`config.mk`:
```
export PLATFORM = sky130hd
export DESIGN_NAME = seq_det_ctrl
export DESIGN_NICKNAME = d
export VERILOG_FILES = /design/src/rtl/seq_det_ctrl.sv
export SDC_FILE = /design/constraint.sdc
export NUM_CORES = 1
export LEC_CHECK = 0
export ABC_AREA = 1
export CAP_MARGIN = 30
export CORE_ASPECT_RATIO = 0.5
export CORE_MARGIN = 1.5
export CORE_UTILIZATION = 35
export CTS_CLUSTER_SIZE = 20
export DETAILED_ROUTE_END_ITERATION = 8
export HOLD_SLACK_MARGIN = 0.05
export PLACE_DENSITY_LB_ADDON = 0.08
export SLEW_MARGIN = 20
export SYNTH_ARGS = -nofsm -noshare
export SYNTH_HDL_FRONTEND = slang
export SYNTH_SLANG_ARGS = --single-unit
```
`constraint.sdc`:
```
create_clock -name clk -period 4.3 [get_ports clk]
set_input_delay 1.075 -clock clk [delete_from_list [all_inputs] [get_ports clk]]
set_output_delay 1.075 -clock clk [all_outputs]
set_load 0.02 [all_outputs]
```
`src/rtl/seq_det_ctrl.sv`:
```
`default_nettype none
// ============================================================================
// Module   : seq_det_ctrl
// Purpose  : Sequencing controller for the serial pattern detector. Accepts
//            parallel words over valid/ready, serializes them MSB-first one
//            bit per clock, matches a programmable PAT_W-bit pattern on the
//            resulting stream (overlapping or non-overlapping) and reports a
//            pulse per match plus a saturating per-word match count.
// Ports    :
//   clk          - system clock, rising edge
//   rst          - asynchronous active-low reset
//   cfg_we       - configuration write strobe, honoured only in IDLE
//   cfg_pattern  - new pattern, MSB is the first stream bit expected
//   cfg_overlap  - 1 = overlapping detection, 0 = non-overlapping
//   in_valid     - word available
//   in_data      - word to serialize
//   in_ready     - controller can accept a word (IDLE)
//   ser_valid    - ser_bit carries a live stream bit
//   ser_bit      - current serialized bit
//   match        - one-cycle pulse per detected pattern
//   done         - one-cycle pulse when a word has been fully processed
//   match_count  - matches in the current or last word (saturating)
//   busy         - high in SHIFT and DONE
// Revision : 1.0 - initial release
// ============================================================================
module seq_det_ctrl #(
  parameter int               WORD_W  = 8,
  parameter int               PAT_W   = 4,        // must be >= 2
  parameter logic [PAT_W-1:0] PATTERN = 4'b1001,
  parameter int               CNT_W   = 4
) (
  input  logic              clk,
  input  logic              rst,
  input  logic              cfg_we,
  input  logic [PAT_W-1:0]  cfg_pattern,
  input  logic              cfg_overlap,
  input  logic              in_valid,
  input  logic [WORD_W-1:0] in_data,
  output logic              in_ready,
  output logic              ser_valid,
  output logic              ser_bit,
  output logic              match,
  output logic              done,
  output logic [CNT_W-1:0]  match_count,
  output logic              busy
);

  localparam int IDX_W  = (WORD_W > 1) ? $clog2(WORD_W) : 1;
  localparam int FILL_W = $clog2(PAT_W + 1);

  localparam logic [1:0] C_IDLE  = 2'd0;
  localparam logic [1:0] C_SHIFT = 2'd1;
  localparam logic [1:0] C_DONE  = 2'd2;

  localparam logic [IDX_W-1:0]  C_LAST_IDX  = IDX_W'(WORD_W - 1);
  localparam logic [FILL_W-1:0] C_FILL_FULL = FILL_W'(PAT_W);
  localparam logic [CNT_W-1:0]  C_CNT_MAX   = '1;

  logic [1:0]        r_state;
  logic [1:0]        w_next_state;
  logic [PAT_W-1:0]  r_pattern;
  logic              r_overlap;
  logic [WORD_W-1:0] r_shift;
  logic [PAT_W-2:0]  r_hist;
  logic [FILL_W-1:0] r_fill;
  logic [IDX_W-1:0]  r_idx;
  logic              r_match;
  logic [CNT_W-1:0]  r_count;

  logic              w_cur_bit;
  logic [PAT_W-1:0]  w_window;
  logic [FILL_W-1:0] w_fill_inc;
  logic              w_hit;

  // The stream bit this cycle is the MSB of the shift register; the match
  // window is the previous PAT_W-1 bits followed by it.
  assign w_cur_bit = r_shift[WORD_W-1];
  assign w_window  = {r_hist, w_cur_bit};

  // Fill count saturates at PAT_W, so "at least PAT_W bits seen" reduces to
  // equality with the full value.
  assign w_fill_inc = (r_fill == C_FILL_FULL) ? r_fill : r_fill + 1'b1;
  assign w_hit      = (r_state == C_SHIFT) && (w_window == r_pattern) &&
                      (w_fill_inc == C_FILL_FULL);

  // --------------------------------------------------------------------------
  // State register
  // --------------------------------------------------------------------------
  always_ff @(posedge clk or negedge rst) begin
    if (!rst) begin
      r_state <= C_IDLE;
    end else begin
      r_state <= w_next_state;
    end
  end

  // --------------------------------------------------------------------------
  // Next-state logic
  // --------------------------------------------------------------------------
  always_comb begin
    w_next_state = r_state;
    case (r_state)
      C_IDLE:  if (in_valid) w_next_state = C_SHIFT;
      C_SHIFT: if (r_idx == C_LAST_IDX) w_next_state = C_DONE;
      C_DONE:  w_next_state = C_IDLE;
      default: w_next_state = C_IDLE;
    endcase
  end

  // --------------------------------------------------------------------------
  // Datapath: configuration, serializer, detector history and counter
  // --------------------------------------------------------------------------
  always_ff @(posedge clk or negedge rst) begin
    if (!rst) begin
      r_pattern <= PATTERN;
      r_overlap <= 1'b1;
      r_shift   <= '0;
      r_hist    <= '0;
      r_fill    <= '0;
      r_idx     <= '0;
      r_match   <= 1'b0;
      r_count   <= '0;
    end else begin
      // The hit of the current bit becomes visible one cycle later, which
      // places the last bit's pulse in the DONE cycle.
      r_match <= w_hit;
      case (r_state)
        C_IDLE: begin
          // Config is latched on the same edge as an accept, so a word
          // accepted together with a write already sees the new settings.
          if (cfg_we) begin
            r_pattern <= cfg_pattern;
            r_overlap <= cfg_overlap;
          end
          if (in_valid) begin
            r_shift <= in_data;
            r_hist  <= '0;
            r_fill  <= '0;
            r_idx   <= '0;
            r_count <= '0;
          end
        end
        C_SHIFT: begin
          r_shift <= {r_shift[WORD_W-2:0], 1'b0};
          r_idx   <= r_idx + 1'b1;
          // Non-overlap mode discards the hit bit so the next match must be
          // built entirely from fresh bits.
          if (w_hit && !r_overlap) begin
            r_hist <= '0;
            r_fill <= '0;
          end else begin
            r_hist <= w_window[PAT_W-2:0];
            r_fill <= w_fill_inc;
          end
          if (w_hit && (r_count != C_CNT_MAX)) begin
            r_count <= r_count + 1'b1;
          end
        end
        default: begin
        end
      endcase
    end
  end

  // --------------------------------------------------------------------------
  // Output decode
  // --------------------------------------------------------------------------
  always_comb begin
    in_ready    = (r_state == C_IDLE);
    ser_valid   = (r_state == C_SHIFT);
    ser_bit     = (r_state == C_SHIFT) & w_cur_bit;
    done        = (r_state == C_DONE);
    busy        = (r_state == C_SHIFT) || (r_state == C_DONE);
    match       = r_match;
    match_count = r_count;
  end

endmodule
`default_nettype wire

```
==> implementation parameters <==
Parameter                              Value

GRT
  Number of global-route vias before repair ... 1,128
  Residual overflow from global routing ... 0
  Pin count of the biggest net entering global routing ... 30
  Total routing resource utilization after global routing ... 15.3%
  Wire length of the first global-routing pass ... 5300 um
  Initial antenna violation count ... 0

Setup path
  Critical Path Fanout Max ... 13
  Setup crit start kind ... flip-flop
  Required time at the endpoint of the critical path ... 3220 ps
  CP endpoint kind ... primary output
  Buf/Inv on CP ... 3
  Critical-path top delay cell ... sky130_fd_sc_hd__clkdlybuf4s50_1
  Largest delay share family, worst path ... buffers and inverters
  Signal arrival time at the worst endpoint ... 1930 ps
  Ordered cell list for the critical path ... inv_1 > ha_1 > nand2_1 > inv_1 > clkdlybuf4s50_1
  Cell type with the highest occurrence count on the critical path ... sky130_fd_sc_hd__inv_1
  Worst setup path class ... flip-flop to primary output
  Delay of the slowest critical-path stage ... 590 ps

Clock tree
  Total clock buffers created by CTS ... 5
  Number of instances resized during post-cts repair ... 0
  Clock slew at reported path FFs ... 70 ps
  Clock latency reported for the late side of the worst-skew pair ... 280 ps
  Setup repair bufs after CTS ... 0
  CTS Hold Buffers Added ... 0
  CTS H-tree lvls ... 2
  Clock tree from TritonCTS ... built
  Library cell used as clock root buffer ... sky130_fd_sc_hd__clkbuf_8
  Maximum root-to-sink buffer count ... 2
  Count of clock tree sinks ... 29

Synthesis
  Library cell with the largest summed area after synthesis ... sky130_fd_sc_hd__dfrtp_1
  #FFs+latches synth ... 29
  Yosys synthesis warning count ... 0
  Post-synthesis average cell area ... 8.81 um^2
  Sequential share of the synthesized area ... 49.9%
  Post-synth EDFFs ... 0
  Most instantiated library cell after synthesis ... sky130_fd_sc_hd__nand2_1
  Leading post-synthesis cells by cell area ... sky130_fd_sc_hd__dfrtp_1 (44%), sky130_fd_sc_hd__nand2_1 (11%), sky130_fd_sc_hd__ha_1 (6.8%)
  Fraction of registers with async set or reset after synthesis ... 100%
  Syn Nets ... 191
  Post-Synthesis Cells ... 166
  Netlist cell types ... 26
  Top-area cell type share of the netlist area ... 44.5%
  Main synth FF type ... sky130_fd_sc_hd__dfrtp_1
  Netlist Area Pre-Place ... 0.00146 mm^2
  Synth top cells by count ... sky130_fd_sc_hd__nand2_1 (42), sky130_fd_sc_hd__dfrtp_1 (26), sky130_fd_sc_hd__nor2_1 (16), sky130_fd_sc_hd__nand3_1 (15), sky130_fd_sc_hd__inv_1 (14)

Floorplan
  Die Ht ... 48.7 um
  Floorplan row count ... 16
  Starting utilization of the core area ... 36.9%
  Area of the core ... 0.00396 mm^2
  Overall die area ... 0.00460 mm^2
  Number of ports placed on the die boundary ... 27
  Die boundary width ... 94.4 um

Min path
  Class of the tightest hold or removal check ... flip-flop to flip-flop

Final layout
  Antenna diode instance count ... 0
  Layout cell share with drive strength beyond 1 ... 13.6%
  Area growth, synth to finish ... 28.0%
  Utilization after layout ... 47.2%
  Final #Nets ... 222

STA
  Transition time at the pin with the least slew margin ... 496 ps
  Setup_tns ... 0 ps
  Minimum period implied by the final worst setup slack ... 3010 ps
  Final setup vio count ... 0
  Remaining max-slew budget at the tightest pin ... 66.9%
  Worst setup skew after layout ... 6.58 ps
  Max Slew Vio Count ... 0
  RSZ-0062 raised after global routing ... false
  Highest attainable clock frequency ... 333 MHz
  Final worst path period share ... 69.9%
  Final Hold Vio Count ... 0

Route
  Via density per instance ... 4.55
  Wirelength per Cell ... 11.7 um
  Final routed wirelength across all metal layers ... 2950 um
  Count of nets left with antenna violations after detail routing ... 0
  Number of design-rule violations left by the first detailed-router iteration ... 31
  Count of vias placed by the detailed router ... 1,147
  DRC Markers ... 0
  Number of iterations in the first detailed-routing pass ... 4

Job
  Maximum Capacitance Violations ... 0

Placement
  GP Congestion ... 0.794
  Placed wire-length estimate ... 2150 um
  I/O Buffers ... 26

Power and ir drop
  Ratio of total power to cell area ... 707 mW/mm^2
  Highest ir drop seen on vdd ... 0.209 mV
  Leak ... 0.000868 uW

Status
  Status ... complete, no violations
[flip-flops by register name, indices dropped and copies added, names as in the netlist]
name	count
r_hist	3
match_count	4
r_idx	3
match	1
r_state	2
r_pattern	4
r_fill	3
r_overlap	1
r_shift	8
[per-layer routing]
metal / vias to the layer above / part of all wire [%] / GRT usage (%)
met5: - / 0 / 0
met3: 2 / 4.9 / 5.66
met4: 0 / 0.14 / 4.48
met2: 28 / 40 / 21.3
met1: 516 / 55 / 22.1
li1: 601 / - / -
[cells in the final DEF (no fill, tap or decap)]
cell                               n
sky130_fd_sc_hd__a21oi_1           3
sky130_fd_sc_hd__a21oi_2           1
sky130_fd_sc_hd__a22o_1            2
sky130_fd_sc_hd__a31oi_1           7
sky130_fd_sc_hd__buf_4             1
sky130_fd_sc_hd__buf_6             1
sky130_fd_sc_hd__clkbuf_1          1
sky130_fd_sc_hd__clkbuf_8          5
sky130_fd_sc_hd__clkdlybuf4s50_1  26
sky130_fd_sc_hd__clkinv_2          2
sky130_fd_sc_hd__dfrtp_1          26
sky130_fd_sc_hd__dfstp_2           3
sky130_fd_sc_hd__ha_1              8
sky130_fd_sc_hd__inv_1            14
sky130_fd_sc_hd__inv_2             2
sky130_fd_sc_hd__mux2_2            4
sky130_fd_sc_hd__nand2_1          42
sky130_fd_sc_hd__nand2_2           2
sky130_fd_sc_hd__nand2_4           1
sky130_fd_sc_hd__nand3_1          15
sky130_fd_sc_hd__nand3_2           1
sky130_fd_sc_hd__nor2_1           16
sky130_fd_sc_hd__nor2_2            3
sky130_fd_sc_hd__nor2_4            1
sky130_fd_sc_hd__nor3_1            1
sky130_fd_sc_hd__o21ai_0           5
sky130_fd_sc_hd__o21ai_1           2
sky130_fd_sc_hd__xnor2_1           2
sky130_fd_sc_hd__xor2_1            1
[worst min-delay path, cell delays in order (launching register included)]
cell                      delay (ps)
sky130_fd_sc_hd__dfstp_2         360
sky130_fd_sc_hd__inv_1            60
sky130_fd_sc_hd__a21oi_1          60
[layout make-up]
type	instances	area, um^2
repair buffers	28	279
clock inverters	2	10.0
fillers	377	2090
well taps	54	67.6
clock buffers	6	72.6
flip-flops and latches	29	729
multi-input cells	117	653
inverters	16	60.1
[metrics by stage]
stage	hold slack [ps]	cell area, um^2	cells	worst slack (ps)	total power [uW]
detailed placement	472	1780	243	1410	1110
finish	480	1870	252	1290	1320
floorplan	449	1460	166	1960	932
global placement	467	1780	243	1470	1100
CTS	481	1860	251	1250	1330
global route	506	1870	252	1100	1460
[report_power, final]
group          total, uW  switching, uW  internal [uW]
sequential           479           78.7            401
clock                213            102            112
combinational        631            372            259
total               1320            552            771
[path summary, 6_finish.rpt]
| path | startpoint | end | slack, ps | cells after the start |
|---|---|---|---|---|
| max | r_state[1] | ser_bit | 1290 | 5 |
| min | r_overlap | r_overlap | 480 | 2 |
| max reg2reg | r_state[1] | r_idx[1] | 2010 | 7 |
| min reg2reg | r_overlap | r_overlap | 480 | 2 |
| max in group asynchronous | rst | r_pattern[3] | 2810 | 2 |
| min in group asynchronous | rst | r_pattern[1] | 1180 | 2 |
[cell families (layout without fill, tap and decap cells)]
kind of cell | Yosys count | in the layout | synth area share (%)
AO/OA/AOI/OAI | 20 | 20 | 8.21
adder cells (fa/ha/maj) | 8 | 8 | 6.84
XOR/XNOR | 3 | 3 | 1.80
flip-flops | 29 | 29 | 49.9
AND/OR/NAND/NOR | 82 | 82 | 24.7
multiplexers | 4 | 4 | 3.08
buffers and inverters | 20 | 52 | 5.47
Power figures use the tool's default switching activity.
